[src/rtl/psram_bus_bridge.sv]
// Two-requester front end for the psram64 controller: loader writes and Z80 accesses
// share the single-byte rd/we/ready port; repeat CPU reads can be served from a one-byte cache.
module psram_bus_bridge #(
  parameter int AW       = 23,
  parameter bit CACHE_EN = 1'b1
) (
  input  logic          clk,
  input  logic          reset,
  input  logic          cpu_rd,
  input  logic          cpu_wr,
  input  logic [AW-1:0] cpu_addr,
  input  logic [7:0]    cpu_dout,
  output logic [7:0]    cpu_din,
  output logic          cpu_wait_n,
  input  logic          ioctl_wr,
  input  logic [AW-1:0] ioctl_addr,
  input  logic [7:0]    ioctl_dout,
  output logic          ioctl_wait,
  output logic [AW-1:0] mem_addr,
  output logic [7:0]    mem_din,
  output logic          mem_rd,
  output logic          mem_we,
  input  logic [7:0]    mem_dout,
  input  logic          mem_ready
);

  typedef enum logic [1:0] {WAIT_INIT, IDLE, ISSUE, WAIT_DONE} state_t;

  state_t state_reg, state_next;

  logic          cpu_rd_q_reg, cpu_wr_q_reg;
  logic          cpu_pend_reg, cpu_op_wr_reg;
  logic [AW-1:0] cpu_addr_reg;
  logic [7:0]    cpu_data_reg;
  logic [7:0]    cpu_din_reg;
  logic          cpu_wait_n_reg;
  logic          ld_full_reg;
  logic [AW-1:0] ld_addr_reg;
  logic [7:0]    ld_data_reg;
  logic          op_wr_reg, op_cpu_reg;
  logic [AW-1:0] mem_addr_reg;
  logic [7:0]    mem_din_reg;
  logic          cache_valid_reg;
  logic [AW-1:0] cache_addr_reg;
  logic [7:0]    cache_data_reg;

  logic rd_edge, wr_edge, cpu_edge, cache_hit, ld_accept;
  logic start_ld, start_cpu, done;

  // A new CPU edge is only accepted once the previous one has been fully served.
  assign rd_edge   = cpu_rd & ~cpu_rd_q_reg;
  assign wr_edge   = cpu_wr & ~cpu_wr_q_reg;
  assign cpu_edge  = (rd_edge | wr_edge) & ~cpu_pend_reg;
  assign cache_hit = CACHE_EN && rd_edge && !wr_edge && cache_valid_reg &&
                     (cache_addr_reg == cpu_addr);
  assign ld_accept = ioctl_wr & ~ld_full_reg;

  always_comb begin
    state_next = state_reg;
    start_ld   = 1'b0;
    start_cpu  = 1'b0;
    done       = 1'b0;
    case (state_reg)
      WAIT_INIT: if (mem_ready) state_next = IDLE;
      IDLE: begin
        if (ld_full_reg) begin
          start_ld   = 1'b1;
          state_next = ISSUE;
        end else if (cpu_pend_reg) begin
          start_cpu  = 1'b1;
          state_next = ISSUE;
        end
      end
      ISSUE: if (!mem_ready) state_next = WAIT_DONE;
      WAIT_DONE: begin
        if (mem_ready) begin
          done       = 1'b1;
          state_next = IDLE;
        end
      end
      default: state_next = WAIT_INIT;
    endcase
  end

  always_ff @(posedge clk) begin
    // Edge history keeps tracking through reset so a strobe held across it does not re-fire.
    cpu_rd_q_reg <= cpu_rd;
    cpu_wr_q_reg <= cpu_wr;
    if (reset) begin
      state_reg       <= WAIT_INIT;
      cpu_pend_reg    <= 1'b0;
      cpu_wait_n_reg  <= 1'b1;
      cpu_din_reg     <= 8'h00;
      ld_full_reg     <= 1'b0;
      cache_valid_reg <= 1'b0;
      mem_addr_reg    <= '0;
      mem_din_reg     <= 8'h00;
      op_wr_reg       <= 1'b0;
      op_cpu_reg      <= 1'b0;
    end else begin
      state_reg <= state_next;

      if (cpu_edge) begin
        if (cache_hit) begin
          cpu_din_reg <= cache_data_reg;
        end else begin
          cpu_pend_reg   <= 1'b1;
          cpu_wait_n_reg <= 1'b0;
          cpu_op_wr_reg  <= wr_edge;
          cpu_addr_reg   <= cpu_addr;
          cpu_data_reg   <= cpu_dout;
        end
      end

      if (ld_accept) begin
        ld_full_reg <= 1'b1;
        ld_addr_reg <= ioctl_addr;
        ld_data_reg <= ioctl_dout;
      end

      if (start_ld) begin
        mem_addr_reg <= ld_addr_reg;
        mem_din_reg  <= ld_data_reg;
        op_wr_reg    <= 1'b1;
        op_cpu_reg   <= 1'b0;
        ld_full_reg  <= 1'b0;
        if (ld_addr_reg == cache_addr_reg) cache_valid_reg <= 1'b0;
      end

      if (start_cpu) begin
        mem_addr_reg <= cpu_addr_reg;
        mem_din_reg  <= cpu_data_reg;
        op_wr_reg    <= cpu_op_wr_reg;
        op_cpu_reg   <= 1'b1;
        if (cpu_op_wr_reg && cache_valid_reg && (cache_addr_reg == cpu_addr_reg))
          cache_data_reg <= cpu_data_reg;
      end

      if (done) begin
        if (!op_wr_reg) begin
          cpu_din_reg     <= mem_dout;
          cache_valid_reg <= 1'b1;
          cache_addr_reg  <= mem_addr_reg;
          cache_data_reg  <= mem_dout;
        end
        if (op_cpu_reg) begin
          cpu_pend_reg   <= 1'b0;
          cpu_wait_n_reg <= 1'b1;
        end
      end

      // An accepted loader byte kills a matching entry, including one being filled this cycle.
      if (ld_accept && (((done && !op_wr_reg) ? mem_addr_reg : cache_addr_reg) == ioctl_addr))
        cache_valid_reg <= 1'b0;
    end
  end

  assign mem_rd     = (state_reg == ISSUE) && !op_wr_reg;
  assign mem_we     = (state_reg == ISSUE) && op_wr_reg;
  assign mem_addr   = mem_addr_reg;
  assign mem_din    = mem_din_reg;
  assign cpu_din    = cpu_din_reg;
  assign cpu_wait_n = cpu_wait_n_reg;
  assign ioctl_wait = ld_full_reg;

endmodule

[config.mk]
export PLATFORM = sky130hd
export DESIGN_NAME = psram_bus_bridge
export DESIGN_NICKNAME = d
export VERILOG_FILES = /design/src/rtl/psram_bus_bridge.sv
export SDC_FILE = /design/constraint.sdc
export NUM_CORES = 1
export LEC_CHECK = 0
export ABC_AREA = 0
export CAP_MARGIN = 20
export CORE_MARGIN = 2
export CORE_UTILIZATION = 56
export CTS_CLUSTER_DIAMETER = 40
export DETAILED_ROUTE_END_ITERATION = 8
export GPL_ROUTABILITY_DRIVEN = 0
export GPL_TIMING_DRIVEN = 0
export PLACE_DENSITY = 0.86
export SLEW_MARGIN = 20
export SYNTH_ARGS = -nofsm -noshare
export SYNTH_HDL_FRONTEND = slang
export SYNTH_SLANG_ARGS = --single-unit
[constraint.sdc]
create_clock -name clk -period 4.72 [get_ports clk]
set_input_delay 1.18 -clock clk [delete_from_list [all_inputs] [get_ports clk]]
set_output_delay 1.18 -clock clk [all_outputs]
set_load 0.02 [all_outputs]
==> metrics.csv <==
metric,value,unit
# resized after CTS,0,
FF/Latch Area,0.003804,sq mm
CTS tree,yes,
total iterations of the first detailed-routing run,6,
"EDFF count, synth",94,
hold_sp,mem_addr[13],
number of synthesized register bits,143,
FF-to-FF path depth,6,
Die Area,0.01227,sq mm
minimum clock period,3.880,ns
maxcap violations,0,
first-pass GRT wire length,29610,um
core area,0.01098,sq mm
synthesized instance count,532,
final-report hold violation count,0,
die width,110.8,um
CTS Buf Count,17,
area grow syn2layout,30.92,%
Hold EP,cache_addr_reg[13],
PD cells,448.8,mW/mm^2
reg2reg setup slack,1.55,ns
clk sinks,143,
R2R Path Start,cache_addr_reg[14],
Final nets,751,
RR Endpoint,cpu_din[3],
count of final setup violators,0,
period utilisation layout,0.8221,
# port buffers,117,
layout cell share with drive strength beyond 1,0.06287,
worst vdd ir,0.0003132,V
DR DRC count,0,
clk slew on worst S/H paths,0.06,ns
Peak Freq,257.7,MHz
P_leak,2.926,nW
Synthesis Warnings,0,
root buffer cell,clkbuf_16,
Final Hold Slack,0.4766,ns
Non-Filler Instances,824,
H-tree levels,4,
Post-CTS Repair Setup Buffers,0,
vias in the first global route,5449,
filler cell count,678,
Die H,110.8,um
Ports,119,
Critical Path Fanout Max,8,
Syn Nets,612,
WP data arrival,4.21,ns
Post-Route WL,19650,um
Placed Cells,792,
Worst EP required,5.05,ns
Netlist cell types,45,
RSZ-0062 raised after global routing,no,
Synth Cell Area,0.006385,sq mm
Async SR Flop Fraction,0,
"commonest non-fill, non-tap cell in the layout",clkdlybuf4s50_1,
largest net degree at the start of global routing,24,
First DRT Iteration DRCs,683,
routed vias,5396,
Synth top area share,0.4421,
critical path startpoint,cpu_addr[14],
ys flop type,edfxtp_1,
endpoint class of the critical path,register,
"Seq/Total Area, Yosys",0.5957,
All-Layer GR Usage,0.3168,
initial antenna violation count,0,
worst rel slew slack,0.2332,
CTS max path bufs,2,
most frequent cells in the layout,"117 x clkdlybuf4s50_1, 94 x edfxtp_1, 52 x xnor2_1",
row cnt,38,
"Slew Viols, Final",0,
CP Launch Type,input pin,
worst skew pair latency,0.43,ns
Overflow after GRT,0,
Critical Setup Path Class,input pin to register,
area of the multi-input gates,0.002400,sq mm
Initial Util,0.5813,
TNS Setup,0,ns
Synth area leader,edfxtp_1,
hold path depth,0,
Setup Skew,0.009598,ns
measured slew at the worst slew-check pin,1.150,ns
HP Class,register to register,
outcome,completed,
Routed Antenna Nets,0,
Final HPWL DP,13720,um
n_diodes,0,
"Avg Cell Area, Syn",12.00,sq um
post-DR wirelength/cell,23.84,um
via/cell ratio,6.549,
Synth area leaders,"edfxtp_1 44%, dfxtp_1 15%, xnor2_1 7.1%",
hold-fix buffers at CTS,0,
-- cell type report --
cell class,count,share of cell area
Timing Repair Buffer,120,0.1482
Clock inverter,12,0.01123
Multi-Input combinational cell,338,0.2871
Sequential cell,143,0.4550
Tap cell,140,0.02095
Inverter,23,0.01033
Clock buffer,20,0.05463
Buffer,28,0.01257
-- cell families after synthesis --
| family | Yosys count | share of synthesized area |
|---|---|---|
| compound gates | 153 | 0.1446 |
| xor+xnor | 82 | 0.1125 |
| fa+ha+maj | 4 | 0.007839 |
| buf+inv | 51 | 0.02998 |
| flops | 143 | 0.5957 |
| mux | 25 | 0.03939 |
| simple gates | 74 | 0.06996 |
-- worst max path at each step --
stage | to | cells after the start
after global routing | cpu_din[3] | 7
after global placement | cache_addr_reg[9] | 5
after detailed placement | cpu_din[5] | 7
final | cpu_din[3] | 7
after CTS | cpu_din[3] | 7
after floorplan | cache_addr_reg[0] | 4
-- through the flow --
step	power, W	setup slack, ns	util	cell area (sq um)
4_1_cts	0.003717	0.9890	0.7611	8359
5_1_grt	0.003844	0.8951	0.7611	8359
6_report	0.003752	0.8399	0.7611	8359
3_3_place_gp	0.002434	-0.2630	0.7039	7731
3_5_place_dp	0.002473	0.5639	0.7110	7809
2_1_floorplan	0.002054	1.463	-	6385
-- power by group --
group / internal (W) / leakage (nW) / switching, W
clock: 0.000743 / 0.265 / 0.000518
combinational: 0.000361 / 1.39 / 0.000502
sequential: 0.00149 / 1.27 / 0.000135
-- per-layer routing --
metal / part of all wire / track usage / up-vias
met1: 0.37 / 0.3990 / 2564
met2: 0.47 / 0.5112 / 451
li1: - / - / 2279
met5: 0 / 0 / -
met3: 0.11 / 0.08420 / 102
met4: 0.047 / 0.1500 / 0
-- worst max-delay path, cell delays in order --
cell	delay, ns
clkdlybuf4s50_1	0.43
xnor2_1	0.33
nand4_1	0.17
nor4_1	0.84
nand4_1	0.71
mux2i_1	0.27
a211oi_1	0.27
-- synthesized netlist by cell type (4+ instances only) --
cell type,number
a211oi_1,14
a21oi_1,43
a31oi_1,4
clkbuf_1,27
dfxtp_1,49
edfxtp_1,94
ha_1,4
inv_1,22
mux2i_1,24
nand2b_1,7
nand4_1,14
nor2_1,19
nor3_1,4
nor4_1,7
o21ai_0,34
o22ai_1,37
xnor2_1,52
xor2_1,30
No activity file was read; power rests on OpenSTA's default activity.
